`src/rtl/signal_gen_multi_pkg.sv`:
```
// Shared encodings for the multi-voice signal generator: voice modes, register
// offsets, ctrl byte layout and the noise LFSR definition.
package sig_gen_pkg;

    typedef enum logic [1:0] {
        MODE_SQUARE = 2'd0,
        MODE_PULSE  = 2'd1,
        MODE_NOISE  = 2'd2,
        MODE_RAMP   = 2'd3
    } mode_e;

    localparam logic [1:0] REG_FREQ_LO = 2'd0;
    localparam logic [1:0] REG_FREQ_HI = 2'd1;
    localparam logic [1:0] REG_CTRL    = 2'd2;

    localparam int CTRL_MODE_LSB = 0;
    localparam int CTRL_EN_BIT   = 2;
    localparam int CTRL_PR_BIT   = 3;
    localparam int CTRL_VOL_LSB  = 4;

    // x^15 + x^14 + 1, shifting left; voice n is seeded with SEED_BASE + n
    localparam int              LFSR_W         = 15;
    localparam int              LFSR_TAP_A     = 14;
    localparam int              LFSR_TAP_B     = 13;
    localparam logic [14:0]     LFSR_SEED_BASE = 15'h0001;

    function automatic logic [LFSR_W-1:0] lfsr_next(input logic [LFSR_W-1:0] s);
        return {s[LFSR_W-2:0], s[LFSR_TAP_A] ^ s[LFSR_TAP_B]};
    endfunction

endpackage

```
`src/rtl/signal_gen_multi_if.sv`:
```
// Host-side register write bus (strobe/addr/data pins) of the signal generator.
interface signal_gen_multi_if #(
    parameter int NUM_CH = 4
);
    localparam int ADDR_W = $clog2(NUM_CH) + 2;

    logic              wr_strobe;
    logic [ADDR_W-1:0] wr_addr;
    logic [7:0]        wr_data;

    modport master (output wr_strobe, wr_addr, wr_data);
    modport slave  (input  wr_strobe, wr_addr, wr_data);
endinterface

```
`src/rtl/signal_gen_multi_voice.sv`:
```
// One generator voice: register file, frequency shadow, phase accumulator,
// noise LFSR and the 4-bit amplitude selected by mode and volume.
module sig_voice
    import sig_gen_pkg::*;
#(
    parameter int ACC_W  = 16,
    parameter int CH_IDX = 0
) (
    input  logic       clk,
    input  logic       rst_n,
    input  logic       tick_en,
    input  logic       we,
    input  logic [1:0] reg_sel,
    input  logic [7:0] wdata,
    output logic [3:0] amp
);
    logic [ACC_W-1:0]  freq;
    logic [ACC_W-1:0]  acc;
    logic [7:0]        shadow;
    mode_e             mode;
    logic              en;
    logic [3:0]        vol;
    logic [LFSR_W-1:0] lfsr;
    logic [ACC_W:0]    acc_sum;
    logic [15:0]       freq_new;
    logic [7:0]        ramp_prod;
    logic              phase_rst;

    assign acc_sum   = {1'b0, acc} + {1'b0, freq};
    assign freq_new  = {wdata, shadow};
    assign phase_rst = we && (reg_sel == REG_CTRL) && wdata[CTRL_PR_BIT];

    // freq only changes on the high-byte write, so the 16-bit update is atomic
    always_ff @(posedge clk or negedge rst_n) begin
        if (!rst_n) begin
            shadow <= '0;
            freq   <= '0;
            mode   <= MODE_SQUARE;
            en     <= 1'b0;
            vol    <= '0;
        end else if (we) begin
            case (reg_sel)
                REG_FREQ_LO: shadow <= wdata;
                REG_FREQ_HI: freq   <= ACC_W'(freq_new);
                REG_CTRL: begin
                    mode <= mode_e'(wdata[CTRL_MODE_LSB +: 2]);
                    en   <= wdata[CTRL_EN_BIT];
                    vol  <= wdata[CTRL_VOL_LSB +: 4];
                end
                default: ;
            endcase
        end
    end

    // Phase reset cancels a coincident tick entirely (no accumulate, no LFSR step)
    always_ff @(posedge clk or negedge rst_n) begin
        if (!rst_n) begin
            acc  <= '0;
            lfsr <= LFSR_SEED_BASE + LFSR_W'(CH_IDX);
        end else if (phase_rst || !en) begin
            acc <= '0;
        end else if (tick_en) begin
            acc <= acc_sum[ACC_W-1:0];
            if (acc_sum[ACC_W]) lfsr <= lfsr_next(lfsr);
        end
    end

    assign ramp_prod = {4'b0, acc[ACC_W-1 -: 4]} * {4'b0, vol};

    always_comb begin
        amp = '0;
        if (en) begin
            case (mode)
                MODE_SQUARE: amp = acc[ACC_W-1] ? vol : 4'd0;
                MODE_PULSE:  amp = (acc[ACC_W-1 -: 2] == 2'b11) ? vol : 4'd0;
                MODE_NOISE:  amp = lfsr[0] ? vol : 4'd0;
                MODE_RAMP:   amp = ramp_prod[7:4];
                default:     amp = '0;
            endcase
        end
    end

endmodule

```
`src/rtl/signal_gen_multi.sv`:
```
// Multi-voice signal generator top: strobe synchroniser and decode, voice array,
// amplitude mixer and frame-latched PWM output.
module signal_gen_multi
    import sig_gen_pkg::*;
#(
    parameter  int NUM_CH = 4,
    parameter  int ACC_W  = 16,
    localparam int ADDR_W = $clog2(NUM_CH) + 2,
    localparam int MIX_W  = 4 + $clog2(NUM_CH)
) (
    input  logic                clk,
    input  logic                rst_n,
    input  logic                tick_en,
    signal_gen_multi_if.slave   bus,
    output logic                audio_out,
    output logic [NUM_CH-1:0]   ch_active,
    output logic [MIX_W-1:0]    mix_level
);
    logic [2:0]              strb_sync;
    logic                    wr_pulse;
    logic [NUM_CH-1:0][3:0]  amp;
    logic [MIX_W-1:0]        mix_sum;
    logic [MIX_W-1:0]        pwm_cnt;

    // Two flops for the asynchronous pin, a third for rising-edge detect
    always_ff @(posedge clk or negedge rst_n) begin
        if (!rst_n) strb_sync <= '0;
        else        strb_sync <= {strb_sync[1:0], bus.wr_strobe};
    end

    assign wr_pulse = strb_sync[1] & ~strb_sync[2];

    for (genvar i = 0; i < NUM_CH; i++) begin : g_ch
        logic we;
        assign we = wr_pulse && (ADDR_W'(bus.wr_addr >> 2) == ADDR_W'(i));

        sig_voice #(.ACC_W(ACC_W), .CH_IDX(i)) u_voice (
            .clk     (clk),
            .rst_n   (rst_n),
            .tick_en (tick_en),
            .we      (we),
            .reg_sel (bus.wr_addr[1:0]),
            .wdata   (bus.wr_data),
            .amp     (amp[i])
        );
    end

    always_comb begin
        mix_sum = '0;
        for (int i = 0; i < NUM_CH; i++) mix_sum = mix_sum + MIX_W'(amp[i]);
    end

    // mix_level only moves at the frame boundary so a PWM frame never tears
    always_ff @(posedge clk or negedge rst_n) begin
        if (!rst_n) begin
            pwm_cnt   <= '0;
            mix_level <= '0;
            audio_out <= 1'b0;
            ch_active <= '0;
        end else begin
            pwm_cnt   <= pwm_cnt + MIX_W'(1);
            if (&pwm_cnt) mix_level <= mix_sum;
            audio_out <= (pwm_cnt < mix_level);
            for (int i = 0; i < NUM_CH; i++) ch_active[i] <= |amp[i];
        end
    end

endmodule

```
`src/flat_wrapper.sv`:
```
// flat-port wrapper written by rule: the top's interface ports become plain ports
module signal_gen_multi_flat import sig_gen_pkg::*;
#(
    parameter  int NUM_CH = 4,
    parameter  int ACC_W  = 16,
    localparam int ADDR_W = $clog2(NUM_CH) + 2,
    localparam int MIX_W  = 4 + $clog2(NUM_CH)
)
  (clk, rst_n, tick_en, audio_out, ch_active, mix_level, bus_wr_strobe, bus_wr_addr, bus_wr_data);
  signal_gen_multi_if #(.NUM_CH(NUM_CH)) bus_i ();
  input  logic clk;
  input  logic rst_n;
  input  logic tick_en;
  output logic audio_out;
  output logic [NUM_CH-1:0] ch_active;
  output logic [MIX_W-1:0] mix_level;
  input wire logic [$bits(bus_i.wr_strobe)-1:0] bus_wr_strobe;
  input wire logic [$bits(bus_i.wr_addr)-1:0] bus_wr_addr;
  input wire logic [$bits(bus_i.wr_data)-1:0] bus_wr_data;
  assign bus_i.wr_strobe = bus_wr_strobe;
  assign bus_i.wr_addr = bus_wr_addr;
  assign bus_i.wr_data = bus_wr_data;
  signal_gen_multi #(.NUM_CH(NUM_CH), .ACC_W(ACC_W)) u_core (.clk(clk), .rst_n(rst_n), .tick_en(tick_en), .bus(bus_i), .audio_out(audio_out), .ch_active(ch_active), .mix_level(mix_level));
endmodule
```
`config.mk`:
```
export PLATFORM = sky130hd
export DESIGN_NAME = signal_gen_multi_flat
export DESIGN_NICKNAME = d
export VERILOG_FILES = /design/src/rtl/signal_gen_multi_pkg.sv /design/src/rtl/signal_gen_multi_if.sv /design/src/rtl/signal_gen_multi_voice.sv /design/src/rtl/signal_gen_multi.sv /design/src/flat_wrapper.sv
export SDC_FILE = /design/constraint.sdc
export NUM_CORES = 1
export LEC_CHECK = 0
export ABC_AREA = 1
export CAP_MARGIN = 25
export CORE_MARGIN = 2
export CORE_UTILIZATION = 44
export DETAILED_ROUTE_END_ITERATION = 12
export GPL_TIMING_DRIVEN = 0
export PLACE_DENSITY = 0.7
export SYNTH_ARGS = -nofsm -noshare
export SYNTH_HDL_FRONTEND = slang
export SYNTH_SLANG_ARGS = --single-unit
export TNS_END_PERCENT = 1
```
`constraint.sdc`:
```
create_clock -name clk -period 8.2 [get_ports clk]
set_input_delay 1.64 -clock clk [delete_from_list [all_inputs] [get_ports clk]]
set_output_delay 1.64 -clock clk [all_outputs]
set_load 0.02 [all_outputs]
```
==> results.txt, run 1 <==
Met2 routed WL: 16.4 mm
Placed inst area: 0.0168 mm2
Slew Viols, Final: 0
MaxCap Viol Count: 0
CP delay by family, top: adder cells
Routed wl met3: 1.27 mm
Async SR Flop Fraction: 100%
Failing checks: design-rule violations
Area leader, netlist: dfrtp_1
Area growth syn-to-layout: 12.3%
Worst-margin pin slew: 0.946 ns
CTS Buf Count: 30
Leakage: 9.55 nW
Core ar.: 0.0357 mm2
Clock sink total: 268
Crit path cell chain: nand2_1, fa_1, inv_1, fa_1, ha_1, nand2_1, inv_1, nand3_1, nand3_1, o21ai_0, nand2_1, inv_1, ha_1, inv_1, fa_1, fa_1, inv_1, ha_1, fa_1, xor2_1, nand2_1, o21ai_0
Overall Power: 4.13 mW
Top Layer Used: met4
Die Y: 194 um
Seq/Total Area, Yosys: 42.1%
Final setup skew: 0.0254 ns
Worst Hold Class: flop to flop
#FFs+latches synth: 268
CTS tree: built
Avg Cell Area, Syn: 8.11 um2
Crit path max-delay cell type: fa_1
Dpl hpwl: 26.7 mm
CP Launch Type: flop
Post-cts sizing count: 0
Post-Route M1 WL: 17.7 mm
Critical Path RT: 8.62 ns
Fin crit period: 5.02 ns
Total GRT Usage: 19.5%
Count of different cell masters after synthesis: 40
Yosys top cell area share: 41.3%
GP Congestion: 0.896
Total number of vias: 13053
Slowest Stage Delay on Critical Path: 0.55 ns
Final wirelength: 36.1 mm
N_diodes: 0
Setup TNS: 0 ns
CP bufs+invs: 5
Placed insts: 2453
GRT overflow: 0
Iteration-0 DRC Markers: 885
Clock Pin Slew Worst Setup and Hold Paths: 0.06 ns
Ranking of synthesized cells by area: dfrtp_1 41%, nand2_1 14%, ha_1 9.3%, o21ai_0 5.2%, nand3_1 4.6%
Slew HR: 36.9%
Insertion delay to the later sink of the worst-skew pair: 0.57 ns
First-pass GRT wire length: 61.9 mm
Remaining DRCs: 2
Period Utilization, post-route: 61.3%
Vias in the first global route: 12617
Post-route ant nets: 0
Worst setup EP type: flop
Syn nets: 2120
Syn. warnings: 0
Final nets: 2180
DRT Pass-1 Iters: 9
Gate Count Post-Synth: 1964
Mapped Area: 0.0159 mm2
CP arrival: 5.44 ns
CTS HTree Levels: 1
Final hold vios: 0
Synth Flop Type: dfrtp_1
Initial Util: 44.7%
Cell Rows: 69
IO Count: 27
Wirelength per Cell: 14.4 um
Achievable clock frequency: 199 MHz
Setup Crit Path Kind: flop to flop
Die ar.: 0.0378 mm2
CTS root buf: clkbuf_16
Setup bufs post-CTS: 0
Chip Width: 194 um
Setup Viol. Count Final: 0
# port buffers: 26
Largest net degree at the start of global routing: 101
Share of cells above drive strength 1: 7.91%
RSZ-0062 raised after global routing: false
Number of flops mapped to enable cells by yosys: 0
Initial antenna violation count: 0
Maximum clock insertion buffer count: 3
IR drop worst, VDD: 0.000203 V
Status: finished, violations left
Final instance area: 0.0179 mm2
Hold buffers post-CTS: 0
Final std cells w/o fill: 2509
Vias/cell: 5.20
PD cells: 231 mW/mm2
Crit Path Max Fanout: 6
## cells in the final DEF (no fill, tap or decap), types with 5 or more instances in the layout
| cell | netlist | layout |
|---|---|---|
| buf_2 | 5 | 5 |
| nand3_2 | 8 | 8 |
| xnor2_1 | 20 | 20 |
| ha_1 | 118 | 118 |
| nand2_2 | 15 | 15 |
| fa_1 | 22 | 22 |
| clkdlybuf4s50_1 | 0 | 25 |
| a21oi_2 | 5 | 5 |
| nand3b_1 | 19 | 19 |
| clkinvlp_4 | 0 | 5 |
| mux2_1 | 8 | 8 |
| clkbuf_16 | 0 | 30 |
| clkbuf_1 | 19 | 24 |
| mux2_2 | 24 | 24 |
| nand3_1 | 148 | 148 |
| nand2_4 | 8 | 8 |
| nand4_1 | 7 | 7 |
| o21ai_1 | 23 | 23 |
| xor2_1 | 8 | 8 |
| buf_6 | 8 | 8 |
| dfrtp_1 | 263 | 263 |
| inv_2 | 5 | 5 |
| o21bai_1 | 5 | 5 |
| nand2_1 | 608 | 608 |
| dfstp_2 | 5 | 5 |
| inv_1 | 186 | 186 |
| nor2_2 | 7 | 7 |
| clkbuf_8 | 0 | 7 |
| a21oi_1 | 120 | 120 |
| buf_4 | 11 | 11 |
| nor2_1 | 93 | 93 |
| o21a_1 | 5 | 5 |
| o21ai_0 | 166 | 166 |
## registers in the layout (all words and copies together), names as in the netlist, 6 cells and up
register / cells
u_core.g_ch.u_voice.acc: 64
u_core.g_ch.u_voice.freq: 64
u_core.g_ch.u_voice.lfsr: 60
u_core.g_ch.u_voice.shadow: 32
u_core.g_ch.u_voice.vol: 16
u_core.g_ch.u_voice.mode: 8
u_core.mix_level: 6
u_core.pwm_cnt: 6
## synthesized netlist by cell type, drive strengths merged, types with 7 or more instances
cell type / n
nand3: 156
fa: 22
nand2: 631
inv: 192
xnor2: 20
a21oi: 125
nor2: 103
clkbuf: 19
buf: 24
xor2: 8
mux2: 32
o21ai: 189
nand3b: 19
ha: 118
nand4: 7
dfrtp: 263
## layer usage
layer / GRT usage (%) / vias up
li1: - / 6573
met4: 4.33 / 0
met3: 2.10 / 61
met1: 27.8 / 6173
met2: 32.1 / 246
met5: 0 / -
## report_power, final
part / total (mW) / switching, mW / internal (mW) / leakage [nW]
sequential: 1.66 / 0.161 / 1.50 / 3.56
clock: 1.41 / 0.550 / 0.862 / 0.506
combinational: 1.05 / 0.651 / 0.398 / 5.48
total: 4.13 / 1.36 / 2.76 / 9.55
## worst reg2reg max path, cell delays in order (launching register included)
cell     delay (ns)
dfrtp_1        0.44
nand2_1        0.11
fa_1           0.54
inv_1          0.06
fa_1           0.47
ha_1           0.32
nand2_1        0.07
inv_1          0.04
nand3_1        0.12
nand3_1        0.09
o21ai_0        0.21
nand2_1        0.11
inv_1          0.07
ha_1           0.16
inv_1          0.05
fa_1           0.47
fa_1           0.55
inv_1          0.04
ha_1           0.22
fa_1           0.41
xor2_1         0.18
nand2_1        0.06
o21ai_0        0.07
## logic make-up (layout without fill, tap and decap cells)
logic type	after synthesis	after routing	share of synthesized area [%]
flip-flops	268	268	42.1
XOR/XNOR	28	28	1.54
multiplexers	32	32	2.26
AO/OA/AOI/OAI	337	337	11.1
adder cells (fa/ha/maj)	140	140	12.0
AND/OR/NAND/NOR	924	924	24.8
buffers and inverters	235	319	6.23
## final timing paths
kind                                                from                             end  slack (ns)  depth (start not counted)
hold reg to reg                      u_core.strb_sync[0]             u_core.strb_sync[1]        0.35                          0
max in group asynchronous                          rst_n  u_core.g_ch[1].u_voice.lfsr[1]        6.22                          2
setup / recovery           u_core.g_ch[1].u_voice.vol[3]             u_core.mix_level[3]        3.18                         22
min in group asynchronous                          rst_n  u_core.g_ch[0].u_voice.lfsr[9]        1.05                          1
setup reg to reg           u_core.g_ch[1].u_voice.vol[3]             u_core.mix_level[3]        3.18                         22
hold / removal                       u_core.strb_sync[0]             u_core.strb_sync[1]        0.35                          0
## cell type report
cell class	count	area, um2
inverter	192	723
clock buffer	42	866
sequential	268	6710
clock inverter	14	194
multi-input combinational	1461	8230
fill	3332	17800
timing repair buffer	28	320
tap	461	577
buffer	43	269
## through the flow
| step | util [%] | hold slack [ns] | worst slack (ns) |
|---|---|---|---|
| CTS | 50.2 | 0.348 | 3.18 |
| global placement | 47.0 | 0.335 | -5.87 |
| detailed placement | 47.2 | 0.339 | 3.21 |
| global route | 50.2 | 0.346 | 2.74 |
| floorplan | - | 0.331 | 3.61 |
| finish | 50.2 | 0.345 | 3.18 |
(Power assumes the default switching activity.)
==> run 2, diff against run 1 <==
clock period = 5.1 ns   (was 8.2 ns; I/O delays follow)
==> results.txt, run 2 (synthesis results as in run 1) <==
Status: finished, violations left
Failing checks: design-rule violations
Post-place setup slack: 0.111 ns (-3.10 ns)
CTS HTree Levels: 1 (unchanged)
CTS tree: built
Register Area: 0.00673 mm2 (+0.19%)
CTS Buf Count: 30 (unchanged)
Remaining DRCs: 2 (unchanged)
Critical Path Sink: u_core.mix_level[3]
N_diodes: 0 (unchanged)
Total number of vias: 13136 (+0.64%)
Worst-margin pin slew: 0.929 ns (-0.0172 ns)
CTS root buf: clkbuf_16
Clock sink total: 268 (unchanged)
Worst setup margin: 0.273 ns (-2.90 ns)
Crit Path Max Fanout: 5 (-1)
Critical register-to-register path endpoint: u_core.mix_level[3]
Slew HR: 38.1% (+1.1 points)
Worst Hold Class: flop to flop
Area growth syn-to-layout: 13.0%
Critical Path RT: 5.52 ns (-3.10 ns)
Die ar.: 0.0378 mm2 (unchanged)
R2R setup slack: 0.27 ns (-2.90 ns)
# port buffers: 26 (unchanged)
Worst setup EP type: flop
IO Count: 27 (unchanged)
Fin crit period: 4.83 ns (-0.197 ns)
Insertion delay to the later sink of the worst-skew pair: 0.57 ns (about the same)
Leakage: 9.58 nW (+0.30%)
Wirelength per Cell: 14.4 um (+0.40%)
Cell Rows: 69 (unchanged)
Share of cells above drive strength 1: 9.14% (+1.2 points)
Final wirelength: 36.4 mm (+0.76%)
R2R Path Start: u_core.g_ch[0].u_voice.acc[12]
IR drop worst, VDD: 0.000326 V (+61%)
MaxCap Viol Count: 0 (unchanged)
Dpl hpwl: 26.7 mm (unchanged)
Final nets: 2189 (+0.41%)
Commonest non-fill, non-tap cell in the layout: nand2_1
CP Launch Type: flop
Most frequent cells in the layout: 608 x nand2_1, 253 x dfrtp_1, 186 x inv_1, 165 x o21ai_0, 147 x nand3_1
Maximum clock insertion buffer count: 3 (unchanged)
Core ar.: 0.0357 mm2 (unchanged)
Overall Power: 6.69 mW (+62%)
Slew Viols, Final: 0 (unchanged)
Achievable clock frequency: 207 MHz (+4.1%)
Reg2reg path depth: 23 (+4.5%)
GRT overflow: 0 (unchanged)
Initial antenna violation count: 0 (unchanged)
Iteration-0 DRC Markers: 810 (-8.5%)
PD cells: 371 mW/mm2 (+61%)
Period Utilization, post-route: 94.6% (+33 points)
Registers with the most flip-flops: u_core.g_ch.u_voice.acc: 64 flops, u_core.g_ch.u_voice.freq: 64 flops, u_core.g_ch.u_voice.lfsr: 60 flops
# fillers: 3323 (-0.27%)
Final std cells w/o fill: 2518 (+0.36%)
Initial Util: 44.7% (unchanged)
Post-route ant nets: 0 (unchanged)
Multi-input logic area: 0.00827 mm2 (+0.41%)
CP Launch Point: u_core.g_ch[0].u_voice.acc[12]
First-pass GRT wire length: 61.9 mm (unchanged)
Placed insts: 2453 (unchanged)
Hold buffers post-CTS: 0 (unchanged)
Clock Pin Slew Worst Setup and Hold Paths: 0.06 ns (about the same)
DRT Pass-1 Iters: 9 (unchanged)
Chip Width: 194 um (unchanged)
Largest net degree at the start of global routing: 101 (unchanged)
Die Y: 194 um (unchanged)
Setup Viol. Count Final: 0 (unchanged)
Final hold vios: 0 (unchanged)
Setup Crit Path Kind: flop to flop
CP arrival: 5.24 ns (-0.20 ns)
Final setup skew: 0.0256 ns (+0.000199 ns)
Vias/cell: 5.22 (+0.28%)
Total GRT Usage: 19.5% (unchanged)
Vias in the first global route: 12617 (unchanged)
GP Congestion: 0.896 (unchanged)
Setup TNS: 0 ns (unchanged)
-- run 2: cell types whose count changed in the layout (fill, tap and decap cells not counted), sizes merged --
cell | previous run | this run
buf | 27 | 36
-- run 2: worst max-delay path: stages (launching register included) --
cell and delay (ns):
dfrtp_2 0.40, nand2_1 0.08, fa_1 0.53, inv_1 0.05, fa_1 0.45, ha_1 0.31
nand2_1 0.05, nor2_1 0.10, nand2_1 0.08, nand3b_1 0.10, nand3_1 0.09, nand2_1 0.07
nand2_1 0.09, inv_1 0.08, ha_1 0.16, inv_1 0.06, fa_1 0.51, fa_1 0.55
inv_1 0.04, ha_1 0.22, fa_2 0.36, xor2_1 0.17, nand2_1 0.06, o21ai_0 0.07
-- run 2: area by class of cell --
type,instances,area share (%)
Buffer,43,1.49
Clock buffer,42,4.81
Clock inverter,14,1.08
Inverter,192,4.02
Multi-Input combinational cell,1461,45.9
Sequential cell,268,37.3
Tap cell,461,3.20
Timing Repair Buffer,37,2.15
-- run 2: worst min-delay path by stage --
| stage | end | startpoint | slack (ns) | cells after the start |
|---|---|---|---|---|
| 2_1_floorplan | u_core.strb_sync[1] | u_core.strb_sync[0] | 0.33 | 0 |
| 3_3_place_gp | u_core.strb_sync[1] | u_core.strb_sync[0] | 0.33 | 0 |
| 3_5_place_dp | u_core.strb_sync[1] | u_core.strb_sync[0] | 0.34 | 0 |
| 4_1_cts | u_core.strb_sync[1] | u_core.strb_sync[0] | 0.35 | 0 |
| 5_1_grt | u_core.strb_sync[1] | u_core.strb_sync[0] | 0.35 | 0 |
| 6_report | u_core.strb_sync[1] | u_core.strb_sync[0] | 0.35 | 0 |
-- run 2: repair_timing --
item,in CTS,in global routing
setup buffers,0,9
resized for setup,0,18
endpoints found under the setup margin,0,4
-- run 2: metrics by stage --
step           hold slack (ns)  area (um2)  util, %
2_1_floorplan            0.331       15900        -
3_3_place_gp             0.335       16800     47.0
3_5_place_dp             0.339       16800     47.2
4_1_cts                  0.348       17900     50.2
5_1_grt                  0.346       18000     50.5
6_report                 0.346       18000     50.5
-- run 2: power breakdown --
group	internal, mW	total [mW]	leakage (nW)	switching [mW]
sequential	2.42	2.68	3.55	0.256
combinational	0.671	1.74	5.53	1.07
clock	1.39	2.27	0.506	0.884
total	4.48	6.69	9.58	2.21
-- run 2: layer usage --
layer	track usage [%]	vias up	wire length (um)
li1	-	6589	-
met1	27.8	6237	17800
met4	4.33	0	743
met5	0	-	0
met3	2.10	59	1260
met2	32.1	251	16600
==> run 3, diff against run 2 <==
REMOVE_ABC_BUFFERS = 1   (was unset)
clock period = 5.07 ns   (was 5.1 ns; I/O delays follow)
==> results.txt, run 3 (synthesis results as in run 1) <==
First-pass GRT wire length: 59.7 mm (-3.6%)
PD cells: 372 mW/mm2 (+0.32%)
Worst setup EP type: flop
Clock sink total: 268 (unchanged)
Min-delay src: u_core.strb_sync[0]
Failing checks: design-rule violations
CP Launch Type: flop
# fillers: 3357 (+1.0%)
CTS root buf: clkbuf_16
Slew HR: 41.9% (+3.8 points)
CTS HTree Levels: 1 (unchanged)
Insertion delay to the later sink of the worst-skew pair: 0.56 ns (about the same)
# port buffers: 26 (unchanged)
Placed insts: 2410 (-1.8%)
Dpl hpwl: 24.3 mm (-9.0%)
Final instance area: 0.0176 mm2 (-2.0%)
IO Count: 27 (unchanged)
Clock share of power: 33.5% (-0.5 points)
R2R Path Start: u_core.g_ch[1].u_voice.acc[12]
Final hold vios: 0 (unchanged)
DRT Pass-1 Iters: 10 (+1)
Die Y: 194 um (unchanged)
Clock Pin Slew Worst Setup and Hold Paths: 0.06 ns (about the same)
Largest net degree at the start of global routing: 113 (+12%)
CTS tree: built
Switching share of power: 32.8% (-0.21 points)
Share of cells above drive strength 1: 7.47% (-1.7 points)
Initial antenna violation count: 1 (+1)
Final setup skew: 0.00968 ns (-0.0159 ns)
Vias in the first global route: 12233 (-3.0%)
Leakage: 9.41 nW (-1.8%)
Achievable clock frequency: 209 MHz (+1.1%)
Total GRT Usage: 18.7% (-0.76 points)
Crit Path Max Fanout: 4 (-1)
Initial Util: 44.7% (unchanged)
Part of the power in registers: 40.8% (+0.7 points)
Iteration-0 DRC Markers: 863 (+6.5%)
Cell Rows: 69 (unchanged)
Period Utilization, post-route: 94.2% (-0.48 points)
CTS Buf Count: 30 (unchanged)
Commonest non-fill, non-tap cell in the layout: nand2_1
Critical Path RT: 5.48 ns (-0.04 ns)
CP Launch Point: u_core.g_ch[1].u_voice.acc[12]
Final nets: 2141 (-2.2%)
Post-route ant nets: 0 (unchanged)
Setup TNS: 0 ns (unchanged)
Placed inst area: 0.0166 mm2 (-1.6%)
Vias/cell: 5.21 (-0.15%)
Final std cells w/o fill: 2471 (-1.9%)
Wirelength per Cell: 14.0 um (-3.1%)
Worst Hold Class: flop to flop
RSZ-0062 raised after global routing: true
Area growth syn-to-layout: 10.7%
Status: finished, violations left
Gate power share: 25.7% (-0.3 points)
Most frequent cells in the layout: 607 x nand2_1, 255 x dfrtp_1, 186 x inv_1, 165 x o21ai_0, 148 x nand3_1
Core ar.: 0.0357 mm2 (unchanged)
Remaining DRCs: 8 (+6)
Slew Viols, Final: 0 (unchanged)
MaxCap Viol Count: 0 (unchanged)
Setup Viol. Count Final: 0 (unchanged)
GP Congestion: 0.887 (-0.93%)
Total number of vias: 12872 (-2.0%)
Fin crit period: 4.77 ns (-0.0526 ns)
Setup Crit Path Kind: flop to flop
Maximum clock insertion buffer count: 3 (unchanged)
Final wirelength: 34.6 mm (-4.9%)
CP arrival: 5.18 ns (-0.06 ns)
Core Util, Final: 49.5% (-1.0 points)
Overall Power: 6.57 mW (-1.7%)
Registers with the most flip-flops: u_core.g_ch.u_voice.acc: 64 flops, u_core.g_ch.u_voice.freq: 64 flops, u_core.g_ch.u_voice.lfsr: 60 flops
GRT overflow: 0 (unchanged)
Cell internal pwr: 4.42 mW (-1.4%)
Chip Width: 194 um (unchanged)
IR drop worst, VDD: 0.000272 V (-17%)
Die ar.: 0.0378 mm2 (unchanged)
Worst-margin pin slew: 0.870 ns (-0.0590 ns)
Net Sw Power: 2.16 mW (-2.3%)
## run 3: changes by cell type in the layout (fill, tap and decap cells not counted), sizes merged
cell      delta
buf         -29
clkbuf      -17
clkinvlp     -5
clkinv       +2
diode        +2
bufinv       -1
inv          +1
## run 3: power groups by stage
stage | clock network, mW | registers (mW) | logic [mW]
after floorplan | 0 | 2.66 | 1.22
after global placement | 0 | 2.70 | 1.59
after detailed placement | 0 | 2.71 | 1.64
after CTS | 2.26 | 2.68 | 1.65
after global routing | 2.36 | 2.72 | 1.96
final | 2.20 | 2.68 | 1.69
## run 3: worst max-delay path, cell delays in order, from the launching register on
cell and delay (ns):
dfrtp_1 0.39, nand2_1 0.09, fa_1 0.54, inv_1 0.05, fa_1 0.47, ha_1 0.32, nand2_1 0.07, inv_1 0.05
nand3_1 0.12, nand3_1 0.09, o21ai_1 0.15, nand2_1 0.09, inv_1 0.06, ha_1 0.16, inv_1 0.05, fa_1 0.46
fa_1 0.54, inv_1 0.04, ha_1 0.22, fa_2 0.35, xor2_1 0.16, nand2_1 0.05, o21ai_0 0.08
## run 3: worst paths after layout
path,endpoint,slack (ns),cells past startpoint
hold / removal,u_core.strb_sync[1],0.35,0
max in group asynchronous,u_core.g_ch[1].u_voice.acc[14],3.76,2
setup / recovery,u_core.mix_level[3],0.30,22
hold reg to reg,u_core.strb_sync[1],0.35,0
min in group asynchronous,u_core.g_ch[0].u_voice.lfsr[5],0.39,1
setup reg to reg,u_core.mix_level[3],0.30,22
## run 3: repair_timing
item / in CTS / in global routing
gates resized for setup: 0 / 13
setup endpoints to repair: 0 / 4
hold buffers: 0 / 0
setup buffers: 0 / 4
## run 3: through the flow
step           hold slack, ns  setup WS, ns
2_1_floorplan           0.331         0.465
3_3_place_gp            0.337         -8.31
3_5_place_dp            0.340         0.114
4_1_cts                 0.354         0.101
5_1_grt                 0.366       -0.0260
6_report                0.351         0.296
## run 3: area by class of cell
class	count	area (um2)	share of cell area, %
Antenna cell	2	5.00	0.0284
Clock buffer	44	875	4.96
Clock inverter	11	134	0.759
Inverter	192	723	4.10
Multi-Input combinational cell	1461	8260	46.8
Sequential cell	268	6720	38.1
Tap cell	461	577	3.27
Timing Repair Buffer	32	350	1.98
## run 3: layer usage
| layer | track usage, % | wire, um | vias up |
|---|---|---|---|
| li1 | - | - | 6491 |
| met5 | 0 | 0 | - |
| met1 | 26.6 | 17100 | 6125 |
| met2 | 30.7 | 15700 | 217 |
| met4 | 4.10 | 486 | 0 |
| met3 | 2.38 | 1350 | 39 |
